**config.mk**
```make
export PLATFORM = sky130hd
export DESIGN_NAME = ram_access_ctrl
export DESIGN_NICKNAME = d
export VERILOG_FILES = /design/src/rtl/ram_access_pkg.sv /design/src/rtl/ram_access_ctrl_edge_detect.sv /design/src/rtl/ram_access_ctrl.sv
export SDC_FILE = /design/constraint.sdc
export NUM_CORES = 1
export LEC_CHECK = 0
export CORE_AREA = 4 4 76 78
export CTS_CLUSTER_SIZE = 24
export DETAILED_ROUTE_END_ITERATION = 6
export DIE_AREA = 0 0 80 82
export SETUP_SLACK_MARGIN = 0.15
export SLEW_MARGIN = 30
export SYNTH_ARGS = -nofsm -noshare
export SYNTH_HDL_FRONTEND = slang
export SYNTH_SLANG_ARGS = --single-unit
```
**constraint.sdc**
```tcl
create_clock -name clock -period 2.35 [get_ports clock]
set_input_delay 0.235 -clock clock [delete_from_list [all_inputs] [get_ports clock]]
set_output_delay 0.235 -clock clock [all_outputs]
set_load 0.03 [all_outputs]
```
**src/rtl/ram_access_pkg.sv**
```systemverilog
// Shared constants and FSM state encoding for the RAM access controller.
package ram_access_pkg;

  localparam int ADDR_W_DEF = 5;
  localparam int DATA_W_DEF = 4;
  localparam int RAM_DEPTH  = 32;

  typedef enum logic [2:0] {
    ST_IDLE      = 3'd0,
    ST_WRITE     = 3'd1,
    ST_READ      = 3'd2,
    ST_CAPTURE   = 3'd3,
    ST_CLEAR     = 3'd4,
    ST_SCAN_WAIT = 3'd5
  } state_e;

  function automatic logic state_busy(input state_e s);
    return (s == ST_WRITE) || (s == ST_READ) || (s == ST_CAPTURE) || (s == ST_CLEAR);
  endfunction

endpackage

```
**src/rtl/ram_access_ctrl_edge_detect.sv**
```systemverilog
// Registers a level request and emits a one-cycle pulse on its 0->1 transition.
module edge_detect (
  input  logic clock,
  input  logic reset,
  input  logic level,
  output logic pulse
);

  logic level_q;
  logic level_qq;

  // Both stages load 1 so a request already high at reset release is not seen as an edge.
  always_ff @(posedge clock) begin
    if (reset) begin
      level_q  <= 1'b1;
      level_qq <= 1'b1;
    end else begin
      level_q  <= level;
      level_qq <= level_q;
    end
  end

  assign pulse = level_q & ~level_qq;

endmodule

```
**src/rtl/ram_access_ctrl.sv**
```systemverilog
// Manual write/read/clear front-end for a small registered-address RAM.
// Defining RAM_ACCESS_CTRL_SCAN_EN adds a periodic auto-scan read mode.
module ram_access_ctrl
  import ram_access_pkg::*;
#(
  parameter int ADDR_W   = ADDR_W_DEF,
  parameter int DATA_W   = DATA_W_DEF,
  parameter int SCAN_DIV = 50000000
) (
  input  logic              clock,
  input  logic              reset,
  input  logic              wr_req,
  input  logic              rd_req,
  input  logic              clr_req,
  input  logic              scan_en,
  input  logic [ADDR_W-1:0] addr_in,
  input  logic [DATA_W-1:0] data_in,
  input  logic [DATA_W-1:0] ram_q,
  output logic [ADDR_W-1:0] ram_addr,
  output logic [DATA_W-1:0] ram_data,
  output logic              ram_wren,
  output logic [ADDR_W-1:0] disp_addr,
  output logic [DATA_W-1:0] disp_data,
  output logic              disp_valid,
  output logic              busy,
  output logic [2:0]        dbg_state
);

  localparam logic [ADDR_W-1:0] LAST_ADDR = ADDR_W'(RAM_DEPTH - 1);

  state_e state;
  state_e rest_state;
  logic   wr_edge;
  logic   rd_edge;
  logic   clr_edge;

  edge_detect u_wr_edge  (.clock(clock), .reset(reset), .level(wr_req),  .pulse(wr_edge));
  edge_detect u_rd_edge  (.clock(clock), .reset(reset), .level(rd_req),  .pulse(rd_edge));
  edge_detect u_clr_edge (.clock(clock), .reset(reset), .level(clr_req), .pulse(clr_edge));

  assign busy      = state_busy(state);
  assign dbg_state = state;

`ifdef RAM_ACCESS_CTRL_SCAN_EN
  localparam int TICK_W = (SCAN_DIV > 1) ? $clog2(SCAN_DIV) : 1;
  localparam logic [TICK_W-1:0] TICK_LAST = TICK_W'(SCAN_DIV - 1);

  logic [TICK_W-1:0] tick;
  logic [ADDR_W-1:0] scan_addr;
  logic              scan_rd;
  logic              scan_hit;
  logic              manual_edge;

  assign scan_hit    = (tick == TICK_LAST);
  assign manual_edge = clr_edge | wr_edge | rd_edge;

  // The tick keeps running through a scan-initiated read so reads stay SCAN_DIV apart,
  // but freezes during any manually requested operation.
  always_ff @(posedge clock) begin
    if (reset) begin
      tick      <= '0;
      scan_addr <= '0;
      scan_rd   <= 1'b0;
    end else begin
      case (state)
        ST_IDLE: begin
          tick    <= '0;
          scan_rd <= 1'b0;
        end
        ST_SCAN_WAIT: begin
          scan_rd <= 1'b0;
          if (!manual_edge && scan_en) begin
            if (scan_hit) begin
              tick      <= '0;
              scan_rd   <= 1'b1;
              scan_addr <= (scan_addr == LAST_ADDR) ? '0 : scan_addr + 1'b1;
            end else begin
              tick <= tick + 1'b1;
            end
          end
        end
        ST_READ, ST_CAPTURE: begin
          if (scan_rd && !scan_hit) tick <= tick + 1'b1;
        end
        default: ;
      endcase
    end
  end

  always_comb begin
    rest_state = ST_IDLE;
    if (scan_en) rest_state = ST_SCAN_WAIT;
  end
`else
  logic unused_scan_en;
  localparam int unused_scan_div = SCAN_DIV;
  assign unused_scan_en = scan_en;

  always_comb begin
    rest_state = ST_IDLE;
  end
`endif

  always_ff @(posedge clock) begin
    if (reset) begin
      state      <= ST_IDLE;
      ram_addr   <= '0;
      ram_data   <= '0;
      ram_wren   <= 1'b0;
      disp_addr  <= '0;
      disp_data  <= '0;
      disp_valid <= 1'b0;
    end else begin
      disp_valid <= 1'b0;
      case (state)
        ST_IDLE, ST_SCAN_WAIT: begin
          if (clr_edge) begin
            state    <= ST_CLEAR;
            ram_addr <= '0;
            ram_data <= '0;
            ram_wren <= 1'b1;
          end else if (wr_edge) begin
            state    <= ST_WRITE;
            ram_addr <= addr_in;
            ram_data <= data_in;
            ram_wren <= 1'b1;
          end else if (rd_edge) begin
            state    <= ST_READ;
            ram_addr <= addr_in;
          end else begin
`ifdef RAM_ACCESS_CTRL_SCAN_EN
            if (state == ST_SCAN_WAIT) begin
              if (!scan_en) begin
                state <= ST_IDLE;
              end else if (scan_hit) begin
                state    <= ST_READ;
                ram_addr <= scan_addr;
              end
            end else if (scan_en) begin
              state <= ST_SCAN_WAIT;
            end
`endif
          end
        end
        // ram_addr is left on the written address so READ performs the read-back.
        ST_WRITE: begin
          ram_wren <= 1'b0;
          state    <= ST_READ;
        end
        ST_READ: begin
          state <= ST_CAPTURE;
        end
        ST_CAPTURE: begin
          disp_data  <= ram_q;
          disp_addr  <= ram_addr;
          disp_valid <= 1'b1;
          state      <= rest_state;
        end
        ST_CLEAR: begin
          if (ram_addr == LAST_ADDR) begin
            ram_wren <= 1'b0;
            state    <= rest_state;
          end else begin
            ram_addr <= ram_addr + 1'b1;
          end
        end
        default: begin
          ram_wren <= 1'b0;
          state    <= ST_IDLE;
        end
      endcase
    end
  end

endmodule

```
* After elaboration in Yosys (flattened, before gate mapping)
Cells that the tools add are included.
** Operators by class
- Add/subtract/negate cells :: 1
- Equal/unequal tests :: 10
- Multiplexer cells :: 17
- Bitwise operators :: 7
- Reductions and logical operators :: 12
** Operators with widths (count)
- 2-to-1 mux 5 bit :: 4
- 2-to-1 mux 3 bit :: 4
- case mux 3 bit (4 select lines) :: 1
- case mux 5 bit (2 select lines) :: 1
- 2-to-1 mux 4 bit :: 2
- == test 3 x 2 -> 1 bit, second input constant :: 2
- == test 3 bit, second input constant :: 2
- AND reduction 3 bit :: 2
- adder 5 x 1 -> 5 bit, second input constant :: 1
- == test 5 bit, second input constant :: 1
- 2-to-1 mux 1 bit :: 4
- != test 4 x 3 -> 1 bit, second input constant :: 1
- NOT 1 bit :: 4
- AND reduction 2 bit :: 2
- nonzero test 2 bit :: 2
- OR reduction 2 bit :: 2
- AND 1 bit :: 3
- == test 3 x 1 -> 1 bit, second input constant :: 1
- zero test 3 bit :: 1
- logical OR 1 bit :: 3
- != test 3 x 2 -> 1 bit, second input constant :: 1
- case mux 1 bit (3 select lines) :: 1
- != test 2 x 1 -> 1 bit, second input constant :: 1
- != test 2 bit, second input constant :: 1
** Word-level totals
- Flip-flop bits (word level) :: 29
- Bits of input ports :: 19
- Output and inout port bits :: 24
- Word-level logic and storage cells :: 60

* Longest topological paths before layout
Gate-level depths: netlist (run 1).
- Word-level depth :: 6
- Gate-level depth with buffers :: 7
- Depth with buffers taken out :: 7

* By module
Synthesis (run 1) repeated with hierarchy kept, for this count alone.
** Unflattened totals
- Cells, all modules :: 150
- Area total of the unflattened synthesis :: 1290.0 um^2
** By module, submodules not included
- ram_access_ctrl :: times used 1, cells each 135, area an instance 1113.6 um^2, sequential area each 460.4 um^2
- edge_detect :: times used 3, cells each 5, area an instance 58.8 um^2, sequential area each 40.0 um^2

* Least setup slack after synthesis (run 1)
OpenSTA, ideal clock, no wires.
- Path kind :: register to register
- From :: register ram_addr[0]
- To :: register ram_addr[3]
- Library setup time :: 0.117 ns
- Data arrival time :: 1.744 ns
- Data required time :: 2.233 ns
- Path slack :: 0.489 ns
- Stages on the path, launching flop included :: 7
- Path buffers :: 0
- Period minus slack after synthesis :: 1.861 ns
- Path through :: dfxtp_1 > ha_1 > and3_1 > ha_1 > nor4b_4 > o21ai_1 > a32o_1
** Between the ends
- Longest elaborated chain between the ends :: 3
- Elaborated cells between the ends (all ways) :: 6
- Classes of those cells :: add/sub: 1; eq/ne: 2; mux: 2; reduce/logical: 1
** Ends and longest elaborated chain
- start: declaration :: line ram_access_ctrl.sv:19 : output logic [ADDR_W-1:0] ram_addr,
- start signal: assignment :: line ram_access_ctrl.sv:124 : ram_addr <= addr_in;
- start signal: assignment :: line ram_access_ctrl.sv:129 : ram_addr <= addr_in;
- start signal: assignment :: line ram_access_ctrl.sv:164 : ram_addr <= ram_addr + 1'b1;
- adder 5 x 1 -> 5 bit or == test 5 bit (tied branches) :: line ram_access_ctrl.sv:164, ram_access_ctrl.sv:160
- 2-to-1 mux 5 bit or != test 2 bit (tied branches)
- case mux 5 bit (2 select lines) or AND reduction 3 bit (tied branches)
Several ways; a longest one is shown, not always the timed one. The select of a mux whose other input is x is not followed.
A chain may end at the register's enable or synchronous reset.

* Worst setup path in the final report (run 1)
- From :: register state[2] (netlist: dbg_state[2])
- To :: output port busy
** Between the ends
- Longest elaborated chain between the ends :: 4
- Elaborated cells between the ends (all ways) :: 7
- Classes of those cells :: eq/ne: 4; reduce/logical: 3
** Ends and longest elaborated chain
- start: declaration :: line ram_access_ctrl.sv:31 : state_e state;
- start signal: assignment :: line ram_access_ctrl.sv:157 : state <= rest_state;
- start signal: assignment :: line ram_access_ctrl.sv:162 : state <= rest_state;
- == test 3 x 1 -> 1 bit or == test 3 x 2 -> 1 bit (tied branches) :: line ram_access_pkg.sv:18 : return (s == ST_WRITE) || (s == ST_READ) || (s == ST_CAPTURE) || (s == ST_CLEAR);
- logical OR 1 bit (2 in series) :: line ram_access_pkg.sv:18
- logical OR 1 bit (*) :: line ram_access_pkg.sv:18
- end: declaration :: line ram_access_ctrl.sv:25 : output logic busy,
Mark *: on every way between the ends. The rest lies on a longest branch, timed or not.

==> results, run 1 <==
- The flow ran to the end, and the final reports show no timing, DRC or antenna violations.
- The effective utilization at floorplan is 0.276.
- Of the synthesized area, sequential elements account for 0.415.
- Setup repair after global routing left no endpoint under its margin.
- In the global route stage, met2 resource usage came out at 0.176.
- Summed over all layers, the global routing overflow is 0.
- By area the synthesized netlist is led by sky130_fd_sc_hd__dfxtp_1 (41%), sky130_fd_sc_hd__mux2i_1 (6.4%), sky130_fd_sc_hd__nor2_1 (5.4%).
- Total power for the finished layout comes to 1.52 mW.
- In this run the clock root is driven by a sky130_fd_sc_hd__clkbuf_8.
- The tightest hold margin is 0.462 ns.
- At the pin with the least slew margin, the transition time is 0.662 ns.
- The worst setup path is launched from a flop.
- The min-delay analysis places its worst path in the category flop to flop.
- The synthesized netlist occupies a cell area of 0.00140 mm^2.
- The critical path is of the flop to output port type.
- The chip width is 80 um.
- The aggregate global-route resource usage is 0.108.
- The sum of negative setup slack is 0 ns.
- After clock tree synthesis, the setup repair step added 0 buffers.
- For the worst setup path, the data required time is 2.12 ns.
- Entering global routing, the biggest net connects 16 pins.
- The leading cell type in the layout, fill and taps excluded is sky130_fd_sc_hd__clkdlybuf4s50_1.
- The tool flagged a number of max-cap violations equal to 0.
- The number of port buffers is 41.
- The synthesized netlist contains 41 unique library cells.
- The total setup violations reported at the end of the flow is 0.
- The peak ir drop on the vdd network is 0.374 mV.
- The synthesis-to-finish area growth is 40.5%.
- The number of hold violations in the final report is 0.
- Measured against its own limit, the worst slew margin works out to 0.558.
- The largest stage delay on the critical path is a little under 0.7 ns.
- During I/O placement, the number of pins put on the boundary was 43.
- The ratio of final minimum period to clock period is 0.842.
- Summed over all instances, the cell type with the most area after synthesis is sky130_fd_sc_hd__dfxtp_1.
- The kind of end point of the critical path is an output port.
- The post-route clock skew is 0.00665 ns.
- In this run the power density over the cells is 772 mW/mm^2.
- The routed layout has 1,170 vias.
- The top cell types in the final layout, fill and taps aside, are sky130_fd_sc_hd__clkdlybuf4s50_1 (41), sky130_fd_sc_hd__dfxtp_1 (29), sky130_fd_sc_hd__nor2_1 (20).
- After detailed routing, the number of remaining DRC violations is 0.
- The number of antenna violations at the first check in global routing was 0.
- The mean instance size in the synthesized netlist is 9.86 um^2.
- Of the cells placed in the final design, the portion with a size suffix greater than 1 is 0.151.
- 0 antenna diodes ended up in the layout.
- The number of clock buffers added by TritonCTS is 5.
- The maximum buffer depth of the clock tree is 2.
- The final count of pins violating max slew was 0.
- The share of flip-flops with an asynchronous set or reset is 0.
- The TritonCTS clock tree is yes.
- The final wirelength is 3180 um.
- Traced cell by cell, the critical path runs through xnor2_1 > clkdlybuf4s50_1.
- The clock slew seen by the registers of the worst setup and hold paths is around 0.06 ns.
- The die covers 0.00656 mm^2.
- The count of nets left with antenna violations once routing finished came out at 0.
- The tree built by TritonCTS fans out to 29 sinks.
- Once layout is complete, the utilization of the core stands at 0.388.
- After legalization and detailed placement, the total HPWL measured 2340 um.
- After synthesis the netlist holds a flip-flop and latch count of 29.
- The detailed router finished its first iteration with 50 violations.
- For this design, the slowest cell found on the critical path is sky130_fd_sc_hd__clkdlybuf4s50_1.
- The clock insertion delay at the later pin of the skew report is 0.28 ns.
- The via count of the first global-routing pass is approximately 1,200.
- For this design, the CTS-stage hold fixing added 0 buffers.
- The final critical path time including I/O delays and setup is ~2 ns.
- The warning count from the yosys run is 0.
- In the routed layout, each cell is associated on average with a via count of 4.57.
- The finished cells cover around 0.002 mm^2.
- Of all nets on the critical path, the largest fanout is 9.
- The depth of the CTS H-tree is 2.
- After the last flow step, the layout net total stands at 206.
- At the end of routability-driven placement, the weighted congestion stood at 0.860.
- The combined buffer and inverter count along the critical path is 1.
- The analysis attributes to cell leakage a power of between 0.7 and 0.8 nW.
- The height of the chip is a little over 80 um.
- The portion of synthesized cell area occupied by the leading cell type is 0.415.
- The post-cts sizing count is 0.
- For this run, the detailed router's first-pass iteration total came to 4.
- The placed cell area is 0.00187 mm^2.
- The met1 global-route usage is 0.127.
- In this run, synthesis inferred 0 flip-flops with an integrated enable.
- The maximum achievable frequency is 505 MHz.
- The wire length of the first global-routing pass is 5380 um.
- For this run, global-route usage on met3 was measured as 0.0351.
- The family with the most delay on the worst path is buffers and inverters.
- The primary flip-flop cell chosen by synthesis mapping is sky130_fd_sc_hd__dfxtp_1.
- The floorplan step defined a core boundary enclosing 0.00507 mm^2.
- Synthesis produced a netlist whose cell count is 142.
- met2 is the most crowded layer.
- The post-detailed-route wirelength per cell is 12.4 um.
- The initialized floorplan defines 26 standard-cell rows.
- When the netlist entered floorplanning its net count stood at 163.
- At the worst endpoint, the arrival time is 1.74 ns.
through the flow:
step           setup WS, ns  cells
4_1_cts               0.339    256
6_report              0.371    256
2_1_floorplan         0.489    142
3_3_place_gp          0.446    248
3_5_place_dp          0.449    248
5_1_grt               0.283    256
worst reg2reg max path: stages (launching register included):
cell,delay (ns)
sky130_fd_sc_hd__dfxtp_1,0.37
sky130_fd_sc_hd__ha_1,0.25
sky130_fd_sc_hd__and3_1,0.19
sky130_fd_sc_hd__ha_1,0.23
sky130_fd_sc_hd__nor4b_4,0.41
sky130_fd_sc_hd__o21ai_1,0.10
sky130_fd_sc_hd__a32o_1,0.26
power breakdown:
part           switching [mW]  internal (mW)  total [mW]  leakage (nW)
Sequential             0.0543          0.530       0.584         0.236
Clock                   0.191          0.264       0.455        0.0542
Combinational           0.263          0.216       0.479         0.476
Total                   0.508           1.01        1.52         0.766
path summary, 6_finish.rpt:
path	from	to	slack, ns	depth (start not counted)
max	dbg_state[2]	busy	0.37	2
min	u_wr_edge.level_q	u_wr_edge.level_qq	0.46	1
max reg2reg	ram_addr[0]	ram_addr[3]	0.44	6
min reg2reg	u_wr_edge.level_q	u_wr_edge.level_qq	0.46	1
sequential cells by signal (all words and copies together), names as in the netlist, 3 cells and up:
register   count
disp_addr      5
ram_addr       5
disp_data      4
ram_data       4
dbg_state      3
cells by family after synthesis:
group | synth area share
mux | 0.0643
simple gates | 0.234
compound gates | 0.184
xor+xnor | 0.0322
buf+inv | 0.0527
fa+ha+maj | 0.0179
flops | 0.415
metal layers:
| layer | vias to the layer above | wire length, um |
|---|---|---|
| met5 | - | 0 |
| met3 | 8 | 214 |
| met4 | 0 | 68 |
| met1 | 529 | 1450 |
| li1 | 596 | - |
| met2 | 37 | 1450 |
synthesized netlist by cell type, types with 2 or more instances:
cell	n
sky130_fd_sc_hd__a21oi_1	6
sky130_fd_sc_hd__a221oi_2	2
sky130_fd_sc_hd__a22oi_1	4
sky130_fd_sc_hd__a31oi_1	4
sky130_fd_sc_hd__and3_1	3
sky130_fd_sc_hd__buf_2	3
sky130_fd_sc_hd__buf_6	2
sky130_fd_sc_hd__clkbuf_1	3
sky130_fd_sc_hd__dfxtp_1	29
sky130_fd_sc_hd__ha_1	2
sky130_fd_sc_hd__inv_1	3
sky130_fd_sc_hd__mux2i_1	9
sky130_fd_sc_hd__nand2_1	5
sky130_fd_sc_hd__nand2b_1	4
sky130_fd_sc_hd__nand3_1	3
sky130_fd_sc_hd__nor2_1	20
sky130_fd_sc_hd__nor2b_1	3
sky130_fd_sc_hd__nor3_1	4
sky130_fd_sc_hd__nor3b_2	2
sky130_fd_sc_hd__o21ai_0	4
sky130_fd_sc_hd__or2_2	6
sky130_fd_sc_hd__xnor2_1	2
layout make-up:
| type | count | area [um^2] |
|---|---|---|
| clock inverters | 1 | 5.00 |
| repair buffers | 45 | 440 |
| fillers | 543 | 3110 |
| clock buffers | 7 | 96.3 |
| flip-flops and latches | 29 | 581 |
| inverters | 3 | 11.3 |
| multi-input cells | 101 | 746 |
| well taps | 70 | 87.6 |
(Power assumes the default switching activity.)
==> run 2: changes to the inputs <==
clock period = 1.6 ns   (was 2.35 ns; I/O delays follow)
==> run 2 against run 1 <==
  * The run now ends with setup timing left
  * Register-to-register slack lost 0.46 ns
  * Routed wire length rose by 10%
  * Clock-buffer cell count unchanged
  * Final cell count is 7.0% higher
  * Sequential share of layout area is 2.9 points lower
  * Non-clock buffer count up 18
  * Final area rose by 13%
  * Sequential power grew 46%
  * First-iteration DRC count increased by 8.0%
==> results, run 2 (synthesized netlist as in run 1, its figures left out) <==
- The actual transition at the worst max-transition pin is 0.618 ns (-0.0435 ns).
- The register area is 593 um^2 (+2.2%).
- The aggregate global-route resource usage is 0.112 (+0.00363).
- The worst endpoint required time was 1.79 ns (-0.33 ns).
- After layout, the minimum clock period comes to 1.62 ns.
- The peak ir drop on the vdd network is 0.565 mV (+51%).
- The post-detailed-route wirelength per cell came to 12.8 um (+3.1%).
- In the final layout, the registers with the most flip-flops are disp_addr (5), ram_addr (5).
- The run finished, with violations left.
- The post-DP HPWL was 2580 um (+10%).
- The via total after detailed routing is 1,241 (+6.1%).
- The quantity of hold-fixing buffers added after cts came to 0 (unchanged).
- The number of filler instances in the final layout is 530 (-2.4%).
- The setup slack after layout is -0.0212 ns (-0.393 ns).
- The root buffer cell is sky130_fd_sc_hd__clkbuf_8.
- The cell area after layout is 0.00223 mm^2 (+13%).
- The number of hold violations in the final report is 0 (unchanged).
- The data arrival time at the worst-slack endpoint is 1.81 ns (+0.07 ns).
- The placed cell area is 0.00205 mm^2 (+9.9%).
- The full die area was 0.00656 mm^2 (unchanged).
- The final wirelength came to 3510 um (+10%).
- The via count of the first global-routing pass was 1,263 (+9.8%).
- The number of sinks handled by clock tree synthesis is 29 (unchanged).
- The launch point of the worst hold path is wr_req.
- The effective utilization at floorplan is 0.276 (unchanged).
- The kind of launch point of the worst setup path is a flop.
- The height of the chip is 82 um (unchanged).
- The number of clock buffers inserted by TritonCTS is 5 (unchanged).
- The startpoint of the lowest-slack register-to-register path is ram_addr[0].
- The clock insertion delay at the later pin of the skew report is 0.27 ns (about the same).
- The total setup violations reported at the end of the flow is 5 (+5).
- The leakage power figure is 1.13 nW (+47%).
- Setup repair after global routing could not meet its margin everywhere.
- The remaining design rule violation count is 0 (unchanged).
- The number of nets with antenna violations after routing is 0 (unchanged).
- The clock slew seen by the registers of the worst setup and hold paths is 0.06 ns (about the same).
- The ratio of final minimum period to clock period is 1.01.
- The area of the multi-input gates is 842 um^2 (+13%).
- The ratio of cells with drive above 1 in the final layout is 0.338 (+0.188).
- The final count of pins violating max slew is 0 (unchanged).
- The final weighted congestion in routability-driven placement is 0.817 (-5.0%).
- In the layout the commonest cells are sky130_fd_sc_hd__dfxtp_1 (25), sky130_fd_sc_hd__buf_4 (23), sky130_fd_sc_hd__nor2_1 (18), sky130_fd_sc_hd__clkdlybuf4s50_1 (18), sky130_fd_sc_hd__dlymetal6s2s_1 (11).
- The critical path startpoint is ram_addr[0].
- The number of iterations in the first detailed-routing pass is 4 (unchanged).
- The chip width is 80 um (unchanged).
- The sum of internal, switching and leakage power was 2.41 mW (+59%).
- The relative slew slack is 0.587 (+0.0296).
- The number of port buffers is 41 (unchanged).
- The largest net degree at the start of global routing is 31 (+15).
- Derived from the worst setup path, the maximum achievable clock frequency is 617 MHz.
- The setup path with the least slack is of type flop to flop.
- The depth of the CTS H-tree came to 2 (unchanged).
- The number of antenna violations at the first check in global routing came to 0 (unchanged).
- The max capacitance violation total is 0 (unchanged).
- The post-route clock skew is 0.00517 ns (-0.00148 ns).
- The remaining global-route overflow is 0 (unchanged).
- The leading cell type in the layout, fill and taps excluded is sky130_fd_sc_hd__dfxtp_1.
- The cell area power density is 1080 mW/mm^2 (+40%).
- The TritonCTS clock tree is yes.
- The wire length of the first global-routing pass is 5660 um (+5.4%).
- The tightest min-delay check is of the input port to flop type.
- The standard-cell row count came to 26 (unchanged).
- The maximum buffer depth of the clock tree is 2 (unchanged).
- The number of nets in the layout was 224 (+8.7%).
- The final reports fail on setup timing.
- The synthesis-to-finish area growth is 59.4%.
- The maximum fanout encountered on the critical timing path was 3 (-6).
- The kind of end point of the critical path is a flop.
- The via count normalized by instance count is 4.53 (-0.90%).
- The core outline area came to 0.00507 mm^2 (unchanged).
- The number of antenna diodes is 0 (unchanged).
- The number of ports placed on the die boundary was 43 (unchanged).
- The count of routing violations after the opening detailed-route iteration was 54 (+8.0%).
==> run 2: repair_timing <==
item                       in CTS  in global routing
setup endpoints to repair      21                 25
setup buffers                   1                  0
pin swaps                       7                  5
resized for setup              16                 24
==> run 2: final timing paths <==
path | endpoint | slack [ns] | cells past startpoint
setup / recovery | ram_wren | -0.02 | 7
hold / removal | u_wr_edge.level_q | 0.44 | 2
setup reg to reg | ram_wren | -0.02 | 7
hold reg to reg | u_wr_edge.level_qq | 0.46 | 1
==> run 2: worst max-delay path, stage by stage, from the launching register on <==
cell                       delay, ns
sky130_fd_sc_hd__dfxtp_4        0.35
sky130_fd_sc_hd__ha_4           0.15
sky130_fd_sc_hd__and3_4         0.17
sky130_fd_sc_hd__ha_4           0.17
sky130_fd_sc_hd__nor4b_4        0.27
sky130_fd_sc_hd__buf_4          0.18
sky130_fd_sc_hd__a21oi_2        0.04
sky130_fd_sc_hd__a211oi_1       0.20
==> run 2: power by group <==
part / switching (mW) / internal [mW]
Clock: 0.270 / 0.388
Sequential: 0.0697 / 0.786
Combinational: 0.473 / 0.424
Total: 0.812 / 1.60
==> run 2: cell type report <==
| type | count | share of cell area |
|---|---|---|
| Sequential cell | 29 | 0.266 |
| Inverter | 3 | 0.00504 |
| Multi-Input combinational cell | 101 | 0.377 |
| Clock inverter | 1 | 0.00224 |
| Clock buffer | 7 | 0.0432 |
| Tap cell | 70 | 0.0392 |
| Timing Repair Buffer | 63 | 0.267 |
==> run 2: stage by stage <==
step / cells / hold slack (ns) / setup TNS (ns) / utilization / worst slack, ns
after floorplan: 142 / 0.251 / -0.261 / - / -0.116
after global placement: 265 / 0.444 / -0.201 / 0.404 / -0.0662
after detailed placement: 265 / 0.454 / -0.366 / 0.404 / -0.0908
after CTS: 274 / 0.430 / -0.0186 / 0.427 / -0.0166
after global routing: 274 / 0.435 / -0.551 / 0.440 / -0.0985
final: 274 / 0.440 / -0.0673 / 0.440 / -0.0212
==> run 2: layer usage <==
layer,GRT usage,part of all wire
met1,0.120,0.43
met2,0.203,0.49
met3,0.0362,0.059
met4,0.0456,0.015
met5,0,0
==> run 3: changes to the inputs <==
clock period = 1.9 ns   (was 1.6 ns; I/O delays follow)
==> run 3 against run 2 <==
  * The flow now finishes without violations
  * Global-route usage is 0.21 points lower
  * Flip-flop and latch count is the same
  * Critical path depth stayed put
  * Die area did not move
  * Critical path type unchanged
  * Critical endpoint is now ram_addr[3]
==> results, run 3 (synthesized netlist as in run 1, its figures left out) <==
- The ratio of cells with drive above 1 in the final layout came to 0.242 (-0.0960).
- The final weighted congestion in routability-driven placement came to 0.834 (+2.1%).
- The number of antenna diodes is 0 (unchanged).
- The number of sinks handled by clock tree synthesis is 29 (unchanged).
- The number of iterations in the first detailed-routing pass is 4 (unchanged).
- The peak ir drop on the vdd network is 0.462 mV (-18%).
- The actual transition at the worst max-transition pin is 0.558 ns (-0.0608 ns).
- The classification of the worst-slack hold path is flop to flop.
- The root buffer cell is sky130_fd_sc_hd__clkbuf_8.
- The largest registers in the layout are disp_addr (5), ram_addr (5).
- The critical path class is flop to flop.
- In the layout the commonest cells are sky130_fd_sc_hd__clkdlybuf4s50_1 (38), sky130_fd_sc_hd__dfxtp_1 (26), sky130_fd_sc_hd__nor2_1 (20).
- The quantity of hold-fixing buffers added after cts is 0 (unchanged).
- The leakage power figure is 0.844 nW (-25%).
- The number of nets in the layout is 214 (-4.5%).
- Among cell families on the critical path, the largest total delay comes from simple AND/OR/NAND/NOR gates.
- The number of ports placed on the die boundary is 43 (unchanged).
- The via total after detailed routing is 1,233 (-0.64%).
- The combined buffer and inverter count along the critical path is 1 (unchanged).
- The number of port buffers was 41 (unchanged).
- The via count normalized by instance count is 4.67 (+3.1%).
- The final core utilization is 0.413 (-0.0269).
- The number of cells on the worst hold path is 1 (-1).
- The total setup violations reported at the end of the flow is 0 (-5).
- The via count of the first global-routing pass was 1,211 (-4.1%).
- The post-route clock skew was 0.0108 ns (+0.00563 ns).
- The largest stage delay on the critical path is 0.35 ns (about the same).
- The aggregate global-route resource usage is 0.110 (-0.00210).
- The effective utilization at floorplan is 0.276 (unchanged).
- The sum of negative setup slack is 0 ns (+0.0673 ns).
- The kind of launch point of the worst setup path is a flop.
- Walking the worst path, the cells encountered are ha_4 > and3_4 > ha_4 > nor4b_4 > buf_6 > o21ai_2 > a32o_1.
- The cell area power density is 935 mW/mm^2 (-13%).
- The placed cell area came to 0.00194 mm^2 (-5.5%).
- The library cell used most frequently in the layout, excluding fill and tap cells, is sky130_fd_sc_hd__clkdlybuf4s50_1.
- The ratio of final minimum period to clock period is 0.891 (-0.122).
- The depth of the CTS H-tree is 2 (unchanged).
- The count of routing violations after the opening detailed-route iteration is 57 (+5.6%).
- The largest net degree at the start of global routing is 15 (-52%).
- The tightest hold margin was 0.469 ns (+0.0289 ns).
- The worst endpoint required time came to 2.06 ns (+0.27 ns).
- The final critical path time including I/O delays and setup is 1.69 ns (+0.0726 ns).
- The run finished with clean final reports.
- The post-detailed-route wirelength per cell is 12.9 um (+0.42%).
- The wire length of the first global-routing pass is 5610 um (-0.97%).
- The cell area after layout is 0.00210 mm^2 (-6.1%).
- The final non-filler cell total came to 264 (-3.6%).
- The data arrival time at the worst-slack endpoint is 1.85 ns (+0.04 ns).
- The maximum fanout encountered on the critical timing path was 7 (+4).
- The number of clock buffers inserted by TritonCTS was 5 (unchanged).
- The number of antenna violations at the first check in global routing was 0 (unchanged).
- The relative slew slack came to 0.628 (+0.0404).
- The standard-cell row count is 26 (unchanged).
- The core outline area is 0.00507 mm^2 (unchanged).
- The final wirelength is 3400 um (-3.2%).
- The number of cells on the critical path was 7 (unchanged).
- The number of cells on the worst reg-to-reg path is 7 (unchanged).
- The number of placed cells counting well taps is 255 (-3.8%).
- Setup repair after global routing could not meet its margin everywhere.
- The remaining design rule violation count is 0 (unchanged).
- The number of nets with antenna violations after routing is 0 (unchanged).
- The height of the chip is 82 um (unchanged).
- The final count of pins violating max slew is 0 (unchanged).
- The setup slack after layout is 0.206 ns (+0.227 ns).
- The worst slack at placement is 0.0845 ns (+0.175 ns).
- The maximum achievable frequency is 590 MHz (-4.3%).
- The maximum buffer depth of the clock tree is 2 (unchanged).
- Compared with the post-synthesis result, the final layout area differs by 49.7%.
- The clock slew seen by the registers of the worst setup and hold paths is 0.07 ns (about the same).
- The sum of internal, switching and leakage power is 1.96 mW (-19%).
- The clock insertion delay at the later pin of the skew report is 0.27 ns (about the same).
- The critical-path cell with the highest stage delay is sky130_fd_sc_hd__dfxtp_4.
- The max capacitance violation total came to 0 (unchanged).
- The TritonCTS clock tree is yes.
- The worst setup path is captured at a flop.
- The remaining global-route overflow is 0 (unchanged).
- The post-DP HPWL is 2460 um (-4.7%).
- The full die area is 0.00656 mm^2 (unchanged).
- The chip width is 80 um (unchanged).
- The cell repeated most along the worst path is sky130_fd_sc_hd__ha_4.
- The number of hold violations in the final report is 0 (unchanged).
run 3: timing repair:
item,CTS,global route
resized for setup,1,10
setup buffers,1,0
endpoints found under the setup margin,4,6
pin swaps,1,6
run 3: worst paths after layout:
kind | from | to | slack [ns]
worst max register to register | ram_addr[1] | ram_addr[3] | 0.21
worst min register to register | u_clr_edge.level_q | u_clr_edge.level_qq | 0.47
worst max-delay path | ram_addr[1] | ram_addr[3] | 0.21
worst min-delay path | u_clr_edge.level_q | u_clr_edge.level_qq | 0.47
run 3: where the power goes:
group	switching [mW]	total [mW]	internal, mW
logic	0.376	0.696	0.320
clock network	0.226	0.553	0.327
registers	0.0514	0.711	0.660
total	0.654	1.96	1.31
run 3: layout make-up:
class                      instances  area [um^2]
inverter                           3         11.3
tap                               70         87.6
clock inverter                     1         5.00
sequential                        29          589
fill                             537         2980
timing repair buffer              53          507
clock buffer                       7         96.3
multi-input combinational        101          800
run 3: per-layer routing:
metal	global-route usage	vias to the layer above	wire, um
met5	0	-	0
met4	0.0253	0	19
met3	0.0373	4	199
met2	0.190	40	1610
met1	0.131	576	1570
li1	-	613	-
